### src/rtl/nm_demux_pkg.sv
// Shared lane/nibble definitions for the nibble-mayor selector and demux pair.
// Latency: n/a (types and constants only).
// Backpressure: n/a.
// Contents: nibble/id widths, lane id constants, nibble_t / lane_id_t types.
package nm_demux_pkg;

    localparam int NM_NW = 4;  // nibble width
    localparam int NM_IW = 2;  // lane id width

    typedef logic [NM_NW-1:0] nibble_t;
    typedef logic [NM_IW-1:0] lane_id_t;

    localparam lane_id_t NM_ID_A = 2'd0;
    localparam lane_id_t NM_ID_B = 2'd1;
    localparam lane_id_t NM_ID_C = 2'd2;
    localparam lane_id_t NM_ID_D = 2'd3;

    localparam int NM_LANES = 4;

endpackage

### src/rtl/nm_demux_if.sv
// Producer-side (nibble, id) stream into the demux.
// Latency: n/a (wires only).
// Backpressure: in_ready is driven by the demux; a transfer happens when in_valid & in_ready.
// Modports: master = producer (drives in_valid/nibble_in/id_in), slave = demux (drives in_ready).
interface nm_demux_if;
    import nm_demux_pkg::*;

    logic     in_valid;
    logic     in_ready;
    nibble_t  nibble_in;
    lane_id_t id_in;

    modport master (output in_valid, output nibble_in, output id_in, input in_ready);
    modport slave  (input in_valid, input nibble_in, input id_in, output in_ready);

endinterface

### src/rtl/nmd_lane_fifo.sv
// Per-lane FIFO of nibbles with registered head output.
// Latency: pushed entry appears on dout/valid the cycle after the push edge (no bypass).
// Backpressure: push ignored while full (even with a same-cycle pop); pop ignored while empty.
// Ports: clk, reset_L (async active-low), push, pop, din -> dout, valid, full.
// DEPTH must be a power of 2 and >= 2 so the pointers wrap naturally.
module nmd_lane_fifo
    import nm_demux_pkg::*;
#(
    parameter int DEPTH = 4
) (
    input  logic    clk,
    input  logic    reset_L,
    input  logic    push,
    input  logic    pop,
    input  nibble_t din,
    output nibble_t dout,
    output logic    valid,
    output logic    full
);

    localparam int PW = $clog2(DEPTH);

    nibble_t         mem [DEPTH];
    logic [PW-1:0]   wr_ptr;
    logic [PW-1:0]   rd_ptr;
    logic [PW:0]     count;
    logic            do_push;
    logic            do_pop;

    assign full    = (count == (PW+1)'(DEPTH));
    assign valid   = (count != '0);
    // A full lane refuses the push outright, so a same-cycle pop only frees a slot for next cycle.
    assign do_push = push & ~full;
    assign do_pop  = pop & valid;
    // Head is forced to zero when empty so stale contents never leak out.
    assign dout    = valid ? mem[rd_ptr] : '0;

    // Storage is not reset; only the bookkeeping is.
    always_ff @(posedge clk) begin
        if (do_push) begin
            mem[wr_ptr] <= din;
        end
    end

    always_ff @(posedge clk or negedge reset_L) begin
        if (!reset_L) begin
            wr_ptr <= '0;
            rd_ptr <= '0;
            count  <= '0;
        end else begin
            if (do_push) begin
                wr_ptr <= wr_ptr + 1'b1;
            end
            if (do_pop) begin
                rd_ptr <= rd_ptr + 1'b1;
            end
            case ({do_push, do_pop})
                2'b10:   count <= count + 1'b1;
                2'b01:   count <= count - 1'b1;
                default: count <= count;
            endcase
        end
    end

endmodule

### src/rtl/nm_demux.sv
// Routes a (nibble, id) stream back out to four independently drained lane FIFOs A..D.
// Latency: 1 cycle from push edge to lane head; in_ready is combinational on id_in and lane state.
// Backpressure: in_ready = ~full of the addressed lane; lanes pop independently via pop_X.
// Ports: clk, reset_L, in_bus (nm_demux_if.slave), per-lane nibble_X/valid_X/full_X out, pop_X in.
// Option NM_DEMUX_MAXTRACK_EN adds max_A..max_D: largest nibble pushed into each lane since reset.
module nm_demux
    import nm_demux_pkg::*;
#(
    parameter int DEPTH = 4
) (
    input  logic          clk,
    input  logic          reset_L,
    nm_demux_if.slave     in_bus,
    output nibble_t       nibble_A,
    output nibble_t       nibble_B,
    output nibble_t       nibble_C,
    output nibble_t       nibble_D,
    output logic          valid_A,
    output logic          valid_B,
    output logic          valid_C,
    output logic          valid_D,
    input  logic          pop_A,
    input  logic          pop_B,
    input  logic          pop_C,
    input  logic          pop_D,
    output logic          full_A,
    output logic          full_B,
    output logic          full_C,
    output logic          full_D
`ifdef NM_DEMUX_MAXTRACK_EN
    ,
    output nibble_t       max_A,
    output nibble_t       max_B,
    output nibble_t       max_C,
    output nibble_t       max_D
`endif
);

    logic [NM_LANES-1:0] push;
    logic [NM_LANES-1:0] pop;
    logic [NM_LANES-1:0] valid;
    logic [NM_LANES-1:0] full;
    nibble_t             head [NM_LANES];
    logic                accept;

    assign pop = {pop_D, pop_C, pop_B, pop_A};

    // Deliberately independent of in_valid so the producer can probe readiness per id.
    assign in_bus.in_ready = ~full[in_bus.id_in];
    assign accept          = in_bus.in_valid & ~full[in_bus.id_in];

    for (genvar i = 0; i < NM_LANES; i++) begin : g_lane
        assign push[i] = accept & (in_bus.id_in == lane_id_t'(i));

        nmd_lane_fifo #(.DEPTH(DEPTH)) u_fifo (
            .clk     (clk),
            .reset_L (reset_L),
            .push    (push[i]),
            .pop     (pop[i]),
            .din     (in_bus.nibble_in),
            .dout    (head[i]),
            .valid   (valid[i]),
            .full    (full[i])
        );
    end

    assign nibble_A = head[NM_ID_A];
    assign nibble_B = head[NM_ID_B];
    assign nibble_C = head[NM_ID_C];
    assign nibble_D = head[NM_ID_D];
    assign valid_A  = valid[NM_ID_A];
    assign valid_B  = valid[NM_ID_B];
    assign valid_C  = valid[NM_ID_C];
    assign valid_D  = valid[NM_ID_D];
    assign full_A   = full[NM_ID_A];
    assign full_B   = full[NM_ID_B];
    assign full_C   = full[NM_ID_C];
    assign full_D   = full[NM_ID_D];

`ifdef NM_DEMUX_MAXTRACK_EN
    nibble_t max_q [NM_LANES];

    // Only accepted pushes count; a refused push on a full lane leaves the max alone.
    for (genvar i = 0; i < NM_LANES; i++) begin : g_max
        always_ff @(posedge clk or negedge reset_L) begin
            if (!reset_L) begin
                max_q[i] <= '0;
            end else if (push[i] && (in_bus.nibble_in > max_q[i])) begin
                max_q[i] <= in_bus.nibble_in;
            end
        end
    end

    assign max_A = max_q[NM_ID_A];
    assign max_B = max_q[NM_ID_B];
    assign max_C = max_q[NM_ID_C];
    assign max_D = max_q[NM_ID_D];
`endif

endmodule

### src/flat_wrapper.sv
// flat-port wrapper written by rule: the top's interface ports become plain ports
module nm_demux_flat import nm_demux_pkg::*;
#(
    parameter int DEPTH = 4
)
  (clk, reset_L, nibble_A, nibble_B, nibble_C, nibble_D, valid_A, valid_B, valid_C, valid_D, pop_A, pop_B, pop_C, pop_D, full_A, full_B, full_C, full_D, in_bus_in_valid, in_bus_nibble_in, in_bus_id_in, in_bus_in_ready);
  nm_demux_if in_bus_i ();
  input  logic clk;
  input  logic reset_L;
  output nibble_t nibble_A;
  output nibble_t nibble_B;
  output nibble_t nibble_C;
  output nibble_t nibble_D;
  output logic valid_A;
  output logic valid_B;
  output logic valid_C;
  output logic valid_D;
  input  logic pop_A;
  input  logic pop_B;
  input  logic pop_C;
  input  logic pop_D;
  output logic full_A;
  output logic full_B;
  output logic full_C;
  output logic full_D;
  input wire logic [$bits(in_bus_i.in_valid)-1:0] in_bus_in_valid;
  input wire logic [$bits(in_bus_i.nibble_in)-1:0] in_bus_nibble_in;
  input wire logic [$bits(in_bus_i.id_in)-1:0] in_bus_id_in;
  output wire logic [$bits(in_bus_i.in_ready)-1:0] in_bus_in_ready;
  assign in_bus_i.in_valid = in_bus_in_valid;
  assign in_bus_i.nibble_in = in_bus_nibble_in;
  assign in_bus_i.id_in = in_bus_id_in;
  assign in_bus_in_ready = in_bus_i.in_ready;
  nm_demux #(.DEPTH(DEPTH)) u_core (.clk(clk), .reset_L(reset_L), .in_bus(in_bus_i), .nibble_A(nibble_A), .nibble_B(nibble_B), .nibble_C(nibble_C), .nibble_D(nibble_D), .valid_A(valid_A), .valid_B(valid_B), .valid_C(valid_C), .valid_D(valid_D), .pop_A(pop_A), .pop_B(pop_B), .pop_C(pop_C), .pop_D(pop_D), .full_A(full_A), .full_B(full_B), .full_C(full_C), .full_D(full_D));
endmodule
### config.mk
export PLATFORM = sky130hd
export DESIGN_NAME = nm_demux_flat
export DESIGN_NICKNAME = d
export VERILOG_FILES = /design/src/rtl/nm_demux_pkg.sv /design/src/rtl/nm_demux_if.sv /design/src/rtl/nmd_lane_fifo.sv /design/src/rtl/nm_demux.sv /design/src/flat_wrapper.sv
export SDC_FILE = /design/constraint.sdc
export NUM_CORES = 1
export LEC_CHECK = 0
export CORE_MARGIN = 1.5
export CORE_UTILIZATION = 35
export CTS_BUF_LIST = sky130_fd_sc_hd__clkbuf_16
export DETAILED_ROUTE_END_ITERATION = 16
export PLACE_DENSITY = 0.53
export SYNTH_ARGS = -nofsm -noshare
export SYNTH_HDL_FRONTEND = slang
export SYNTH_HIERARCHICAL = 1
export SYNTH_SLANG_ARGS = --single-unit
### constraint.sdc
create_clock -name clk -period 3.2 [get_ports clk]
set_clock_uncertainty 0.05 [all_clocks]
set_input_delay 0.64 -clock clk [delete_from_list [all_inputs] [get_ports clk]]
set_output_delay 0.64 -clock clk [all_outputs]
set_load 0.05 [all_outputs]
# Word level (Yosys, flattened, before mapping)
# Memory sizes are Yosys's and may differ from the RTL's.
# Cells that the tools add are included.
# W data, S select, Z words.
dict set report word_totals {
  elab_cells 93
  ramBits 64
  output_inout_bits 25
  input_bits 13
  n_memories 4
  regBits 28
}
# memory words word_bits read_ports rd_ports_with_merged_regs wr line_no
set memory_table {}
lappend memory_table {{u_core.g_lane[0].u_fifo.mem} 4 4 1 0 1 nmd_lane_fifo.sv:23} ;# nibble_t mem [DEPTH];
lappend memory_table {{u_core.g_lane[1].u_fifo.mem} 4 4 1 0 1 nmd_lane_fifo.sv:23}
lappend memory_table {{u_core.g_lane[2].u_fifo.mem} 4 4 1 0 1 nmd_lane_fifo.sv:23}
lappend memory_table {{u_core.g_lane[3].u_fifo.mem} 4 4 1 0 1 nmd_lane_fifo.sv:23}
dict set report op_classes {
  reduce_logical 9
  magnitude_cmp 1
  mux 18
  addsub 16
  bitwise_logic 18
  n_eq_ne 15
}
# op count
set op_table {}
lappend op_table {{$pmux W3 S2} 4}
lappend op_table {{$add A2 B1 Y2 const B} 8}
lappend op_table {{$mux W4} 4}
lappend op_table {{$and A1 B1 Y1} 13}
lappend op_table {{$add A3 B1 Y3 const B} 4}
lappend op_table {{$eq A2 B2 Y1 const B} 6}
lappend op_table {{$eq A3 B3 Y1 const B} 4}
lappend op_table {{$reduce_bool A3 Y1} 4}
lappend op_table {{$sub A3 B1 Y3 const B} 4}
lappend op_table {{$eq A2 B1 Y1 const B} 5}
lappend op_table {{$mux W1} 9}
lappend op_table {{$reduce_bool A2 Y1} 4}
lappend op_table {{$not A1 Y1} 5}
lappend op_table {{$lt A2 B3 Y1 const B} 1}
lappend op_table {{$bmux W1 S2} 1}
lappend op_table {{$logic_not A2 Y1} 1}

# Logic depth before layout (Yosys ltp)
dict set report logic_depth {
  word_depth 9
  depth_mapped 10
  ltp_nobuf 10
}

# By module
# Netlist, hierarchy kept.
# mod seq_area_each_um2 cells_per_inst n_inst area_each_um2
set by_module_without_submodules {}
lappend by_module_without_submodules {nmd_lane_fifo 655.6 63 4 1048.5}
lappend by_module_without_submodules {nm_demux 0.0 7 1 63.8}

# Worst setup path after synthesis
# Ideal clock, no wire load.
dict set report synth_path {
  path_type {register to register}
  from {reg u_core.g_lane[2].u_fifo.count[0]}
  to {reg u_core.g_lane[2].u_fifo.count[2]}
  synth_period_minus_slack_ps 3458
  n_path_buf 0
  required_time_ps 3071
  path_stages_with_launch 11
  setup_time_ps 79
  setup_slack_ps -258
  arrival_ps 3329
  path_cell_list {dfrtp_1 -> nor3b_1 -> and4bb_2 -> nor2b_2 -> inv_1 -> ha_1 -> inv_1 -> fa_1 -> xor2_1 -> nor2_1 -> xor2_1}
}
dict set report synth_between {
  elab_chain_cells 9
  elab_cells_between_ends 16
  classes_between {add/sub: 2; eq/ne: 3; mux: 3; bitwise: 6; reduce/logical: 2}
}
# element line_no
set synth_rtl {}
lappend synth_rtl {{from (decl)} nmd_lane_fifo.sv:26} ;# logic [PW:0] count;
lappend synth_rtl {{from (signal assigned)} nmd_lane_fifo.sv:58} ;# 2'b10: count <= count + 1'b1;
lappend synth_rtl {{from (signal assigned)} nmd_lane_fifo.sv:59} ;# 2'b01: count <= count - 1'b1;
lappend synth_rtl {{from (signal assigned)} nmd_lane_fifo.sv:60} ;# default: count <= count;
lappend synth_rtl {{$eq A3 B3 Y1 *} nmd_lane_fifo.sv:30} ;# assign full = (count == (PW+1)'(DEPTH));
lappend synth_rtl {{net full_C} flat_wrapper.sv:24} ;# output logic full_C;
lappend synth_rtl {{$bmux W1 S2 *} nm_demux.sv:50} ;# assign accept = in_bus.in_valid & ~full[in_bus.id_in];
lappend synth_rtl {{$mux W1 (implied by the code) *} nm_demux.sv:50}
lappend synth_rtl {{$not A1 Y1 *} nm_demux.sv:50}
lappend synth_rtl {{$and A1 B1 Y1 *} nm_demux.sv:50}
lappend synth_rtl {{$and A1 B1 Y1 *} nm_demux.sv:53} ;# assign push[i] = accept & (in_bus.id_in == lane_id_t'(i));
lappend synth_rtl {{net u_core.push[2]} nm_demux.sv:39} ;# logic [NM_LANES-1:0] push;
lappend synth_rtl {{$and A1 B1 Y1 *} nmd_lane_fifo.sv:33} ;# assign do_push = push & ~full;
lappend synth_rtl {{$eq A2 B1 Y1 or $eq A2 B2 Y1 (tied branches)} nmd_lane_fifo.sv:57} ;# case ({do_push, do_pop})
lappend synth_rtl {{$pmux W3 S2 or $reduce_bool A2 Y1 (tied branches)} --}
# The timed path passes the listed nets; every way through them passes the cells marked *. The select of a mux whose other input is x is not followed.
# A chain may end at the register's enable or synchronous reset.

# Worst setup path in the final report
dict set report layout_path {
  from {reg u_core.g_lane[2].u_fifo.rd_ptr[0]}
  to {out nibble_C[1]}
}
dict set report layout_between {
  elab_chain_cells 2
}
# element line_no
set layout_rtl {}
lappend layout_rtl {{from (decl)} nmd_lane_fifo.sv:25} ;# logic [PW-1:0] rd_ptr;
lappend layout_rtl {{from (signal assigned)} nmd_lane_fifo.sv:55} ;# rd_ptr <= rd_ptr + 1'b1;
lappend layout_rtl {{$mem_v2 Z4 W4} --}
lappend layout_rtl {{$mux W4} nmd_lane_fifo.sv:36} ;# assign dout = valid ? mem[rd_ptr] : '0;
lappend layout_rtl {{to (decl)} flat_wrapper.sv:12} ;# output nibble_t nibble_C;
# Every way passes these cells.

==> parameters.txt <==
Parameter                              Value

Detailed routing
  Final WL    7277 µm
  Violation count after the first detailed-route iteration    69
  Length of the first detailed-routing pass in iterations    4
  DRC viols    0
  Routed length per placed instance    15.99 µm
  Number of antenna-violating nets in the routed design    0
  Via count of the routed design    2,090
  Number of vias per cell    4.593

Synthesis
  Synth async-reset ratio    30.43%
  Top-count cell post-synth    sky130_fd_sc_hd__edfxtp_1
  Cell types occupying the most area after synthesis    sky130_fd_sc_hd__edfxtp_1, sky130_fd_sc_hd__dfrtp_1, sky130_fd_sc_hd__mux4_2
  Synth Warn #    6
  Post-synthesis cell type with the largest combined area    sky130_fd_sc_hd__edfxtp_1
  Combined area of all synthesized cells    0.004258 mm²
  Synth Flop Type    sky130_fd_sc_hd__edfxtp_1
  Syn_area_per_cell    16.44 µm²
  Instance count of the mapped netlist    259
  Count of state elements after synthesis    92
  Synth Net Count    296
  Number of enable-type register cells in the synthesized netlist    64
  Sequential fraction of the synthesis area    61.59%
  Commonest cells in the netlist    sky130_fd_sc_hd__edfxtp_1, sky130_fd_sc_hd__dfrtp_1, sky130_fd_sc_hd__inv_1
  Post-synth top area share    45.14%
  Count of different cell masters after synthesis    24

Die
  Boundary pin count    38
  Area of the die    0.01284 mm²
  Core area    0.01196 mm²
  Die boundary width    113.3 µm
  Die span in y    113.3 µm
  Number of cell rows    40
  Starting density of the core    35.60%

Run
  Number of maximum-capacitance violations    0

Place
  Cell total after placement    439
  Routability congestion estimate    0.6788
  Standard cell area after detailed placement    0.004782 mm²
  Count of input and output buffers    37
  Half-perimeter wire length after placement    5076 µm

Setup path
  Worst path cell trace    mux4_1 > and2_2 > clkdlybuf4s50_1
  Worst-path cell with the longest stage delay    sky130_fd_sc_hd__clkdlybuf4s50_1
  Signal arrival time at the worst endpoint    2.39 ns
  Max Fanout on Critical Path    6
  Critical Path Source Type    register
  Worst Setup End Kind    output port
  Slowest Stage Delay on Critical Path    0.69 ns
  Worst Path Required    2.51 ns
  Worst Setup Path Type    register to output port

Power and ir drop
  Worst VDD drop    0.0004224 V
  Overall power of the completed layout    4.945 mW
  Leakage power    1.931 nW
  Power density over the cells    976.2 mW/mm²

CTS
  Post-CTS Hold Fix Bufs    0
  Cell at the root of the clock tree    sky130_fd_sc_hd__clkbuf_16
  Count of buffers added by post-CTS timing repair for setup    0
  TritonCTS Buffers    9
  Number of clock sinks    92
  Clock-pin transition on the worst setup and hold timing paths    0.06 ns
  Gates resized, CTS repair    0
  Clock latency on the worst-skew pair    0.33 ns
  Number of H-tree levels    3
  Clock tree from TritonCTS    built
  Worst-case clock buffer depth    2

Final layout
  Final instance area    0.005066 mm²
  Number of inserted diodes    0
  Nets    340
  Layout fillers    1,097
  Post-layout instance count excluding filler cells    455
  Multi-input gate area    0.001471 mm²
  Storage cell area    0.002623 mm²
  Share of cells above drive strength 1    19.48%
  Layout overhead on the synthesized area    18.98%

Timing
  Total negative slack    0 ns
  Shortest clock period the worst path allows after layout    3.084 ns
  Fin. Hold Viols    0
  Final setup violation count    0
  RSZ-0062 raised after global routing    false
  Worst-Margin Slew    0.6281 ns
  Rel. slew slack    57.99%
  Fin crit share    96.38%
  Slew Viols, Final    0
  Fmax achieved    324.2 MHz

Global routing
  Vias in the first global route    2,212
  Pin count of the biggest net entering global routing    29
  Global-route wire length before repair    11,630 µm
  Number of antenna violations at the first check in global routing    0
  Residual overflow from global routing    0
  Overall track demand over capacity in global routing    12.37%

Min path
  Type of the worst min-delay path    register to register

Status
  Status    finished clean
[worst paths after layout]
kind	slack, ns	endpoint	cells past startpoint	start
min in group asynchronous	0.66	u_core/g_lane[0].u_fifo/rd_ptr[1]	2	reset_L
worst max register to register	0.80	u_core/g_lane[1].u_fifo/count[2]	10	u_core/g_lane[1].u_fifo/count[0]
max in group asynchronous	2.14	u_core/g_lane[2].u_fifo/wr_ptr[0]	2	reset_L
worst min-delay path	0.43	u_core/g_lane[1].u_fifo/count[2]	1	u_core/g_lane[1].u_fifo/count[2]
worst min register to register	0.43	u_core/g_lane[1].u_fifo/count[2]	1	u_core/g_lane[1].u_fifo/count[2]
worst max-delay path	0.12	nibble_C[1]	3	u_core/g_lane[2].u_fifo/rd_ptr[0]
[registers in the layout (all words and copies together) (netlist names)]
register                     count
u_core/g_lane.u_fifo/count      12
u_core/g_lane.u_fifo/rd_ptr      8
u_core/g_lane.u_fifo/wr_ptr      8
u_core/g_lane.u_fifo/mem        64
[kinds of logic (layout without fill, tap and decap cells)]
family	count (synthesis)	count (layout)	synth area share (%)
buffers and inverters	33	82	4.320
AND/OR/NAND/NOR	61	61	9.697
multiplexers	25	25	11.70
adder cells (fa/ha/maj)	24	24	7.758
XOR/XNOR	24	24	4.937
flip-flops	92	92	61.59
[final cells by class]
type                    instances  area share (%)
multi-input cells             134           29.04
clock inverters                 7           1.161
clock buffers                   9           4.446
flip-flops and latches         92           51.77
inverters                      25           1.852
well taps                     147           3.631
repair buffers                 41           8.101
[per-stage QoR]
step | hold WS (ns) | util, % | setup WS [ns]
final | 0.4313 | 42.35 | 0.1157
after global routing | 0.4484 | 42.35 | 0.01404
after CTS | 0.4325 | 42.35 | 0.07735
after detailed placement | 0.4210 | 39.98 | 0.3550
after global placement | 0.4140 | 39.98 | 0.3955
after floorplan | 0.2944 | - | 0.3510
[cell usage in the layout (no fill, tap or decap), types with 9 or more instances in the layout]
master	n
sky130_fd_sc_hd__and2_1	20
sky130_fd_sc_hd__and2_2	12
sky130_fd_sc_hd__clkdlybuf4s50_1	36
sky130_fd_sc_hd__inv_1	26
sky130_fd_sc_hd__ha_1	20
sky130_fd_sc_hd__edfxtp_1	64
sky130_fd_sc_hd__dfrtp_1	28
sky130_fd_sc_hd__xor2_1	12
sky130_fd_sc_hd__mux4_2	13
sky130_fd_sc_hd__clkbuf_16	9
sky130_fd_sc_hd__xnor2_1	12
[routing by layer]
layer  vias up  wire (µm)  GRT usage (%)
met5         -          0              0
met4         0        104          4.500
met1      1046       3344          15.79
li1        996          -              -
met2        39       3513          20.00
met3         9        313          3.803
[worst max-delay path, delay by kind of cell (launching register included)]
| family | cells | cell delay (ns) |
|---|---|---|
| AND/OR/NAND/NOR | 1 | 0.21 |
| buffers and inverters | 1 | 0.69 |
| multiplexers | 1 | 0.62 |
| flip-flops | 1 | 0.54 |
[power by group]
group	switching [mW]	total [mW]	internal, mW	leakage [nW]
Combinational	1.20	2.15	0.951	0.885
Sequential	0.270	1.79	1.52	0.904
Clock	0.414	1.01	0.594	0.141
(Power assumes the default switching activity.)
==> RTL edit, RTL diff (same settings) <==
`DEPTH` is set to 4 in 3 places; all go to 8.
--- a/src/rtl/nmd_lane_fifo.sv
+++ b/src/rtl/nmd_lane_fifo.sv
@@ -6,7 +6,7 @@
 module nmd_lane_fifo
     import nm_demux_pkg::*;
 #(
-    parameter int DEPTH = 4
+    parameter int DEPTH = 8
 ) (
     input  logic    clk,
     input  logic    reset_L,
--- a/src/rtl/nm_demux.sv
+++ b/src/rtl/nm_demux.sv
@@ -6,7 +6,7 @@
 module nm_demux
     import nm_demux_pkg::*;
 #(
-    parameter int DEPTH = 4
+    parameter int DEPTH = 8
 ) (
     input  logic          clk,
     input  logic          reset_L,
--- a/src/flat_wrapper.sv
+++ b/src/flat_wrapper.sv
@@ -1,7 +1,7 @@
 // flat-port wrapper written by rule: the top's interface ports become plain ports
 module nm_demux_flat import nm_demux_pkg::*;
 #(
-    parameter int DEPTH = 4
+    parameter int DEPTH = 8
 )
   (clk, reset_L, nibble_A, nibble_B, nibble_C, nibble_D, valid_A, valid_B, valid_C, valid_D, pop_A, pop_B, pop_C, pop_D, full_A, full_B, full_C, full_D, in_bus_in_valid, in_bus_nibble_in, in_bus_id_in, in_bus_in_ready);
   nm_demux_if in_bus_i ();
Behaviour: not the same (a bounded check fails within 10 cycles, from zero or initial values and one cycle with reset_L low).
==> RTL edit against the unedited design <==
  * Power increased by 68%
  * Final area increased by 76%
  * Die area increased by 72%
  * Setup slack improved by 98 ps
  * Sequential cell count increased by 76
  * Synthesized cell count increased by 73%
  * Fmax increased by 3.3%
  * Wire length increased by 88%
  * Via count increased by 86%
  * Register-to-register slack got worse by 340 ps
  * First-iteration DRC count increased to 2.9 times the old value
  * Clock power increased by 98%
  * Critical path depth unchanged
  * Largest cell class unchanged
  * Area after synthesis increased by 74%
==> RTL edit: results (changes against the unedited design) <==
stage,metric,value,unit,change
synthesis,synthesis.nets,480,,+62%
cells_and_area,nets,554,,+63%
cells_and_area,reg_top3,"u_core/g_lane.u_fifo/mem: 128 flops, u_core/g_lane.u_fifo/count: 16 flops",,
grt,met3_usage,3.16,%,-0.64 points
place,place_area,8320,µm²,+74%
cells_and_area,nNonClkBuffers,71,,+73%
cells_and_area,nMultiInputCombCells,250,,+87%
cells_and_area,n_all_inverters,13,,-48%
synthesis,seq_area_frac_synth,65.3,%,+3.7 points
grt,grt_start_max_net_pins,33,,+14%
critical_path,arrival,2300,ps,-90 ps
cells_and_area,finalNonFillerCells,809,,+78%
min_path,hp-class,input port to asynchronous set/reset pin,,
place,hpwl,9480,µm,+87%
cells_and_area,clock_area_share,6.53,%,+0.92 points
timing,tightest_slew,573,ps,-54.8 ps
place,pre_cts_slack,94.3,ps,-261 ps
place,dp_cells,777,,+77%
routing,drtIter0Drc,202,,+190%
cells_and_area,multi_input_area_share,27.5,%,-1.6 points
synthesis,synth_cells,447,,+73%
routing,dr_wl_met3,279,µm,-11%
grt,grt_pass1_vias,4026,,+82%
synthesis,synth_xor_area_share,4.25,%,-0.69 points
synthesis,synth_compound_area_share,2.09,%,+2.1 points
cells_and_area,seq_cells,168,,+83%
cells_and_area,n_clock_buffer,17,,+8
clock_tree,worstSkewPairLatency,420,ps,+90 ps
outcome,status,"complete, no violations",,
grt,grt_pass1_wl,22100,µm,+90%
routing,wl_met1,6120,µm,+83%
-- RTL edit: changes by cell type after synthesis, sizes merged, moves of 16 or more --
cell and delta:
and2 -32, edfxtp +64, mux4 +16, nand2 +16
nor2 +32, nor3 +20
-- RTL edit: path summary, 6_finish.rpt --
path,endpoint,startpoint,slack [ps]
max reg2reg,u_core/g_lane[0].u_fifo/count[2],u_core/g_lane[0].u_fifo/count[1],460
min,u_core/g_lane[2].u_fifo/wr_ptr[1],reset_L,90
min in group clk,u_core/g_lane[2].u_fifo/wr_ptr[2],u_core/g_lane[2].u_fifo/wr_ptr[2],520
min reg2reg,u_core/g_lane[2].u_fifo/wr_ptr[2],u_core/g_lane[2].u_fifo/wr_ptr[2],520
max,full_B,u_core/g_lane[1].u_fifo/count[2],210
max in group asynchronous,u_core/g_lane[2].u_fifo/count[1],reset_L,2390
-- RTL edit: power by group --
group,switching [mW],internal (mW),total [mW],leakage [nW]
sequential,0.582,2.69,3.27,1.62
clock,0.897,1.10,2.00,0.278
combinational,1.67,1.39,3.05,1.34
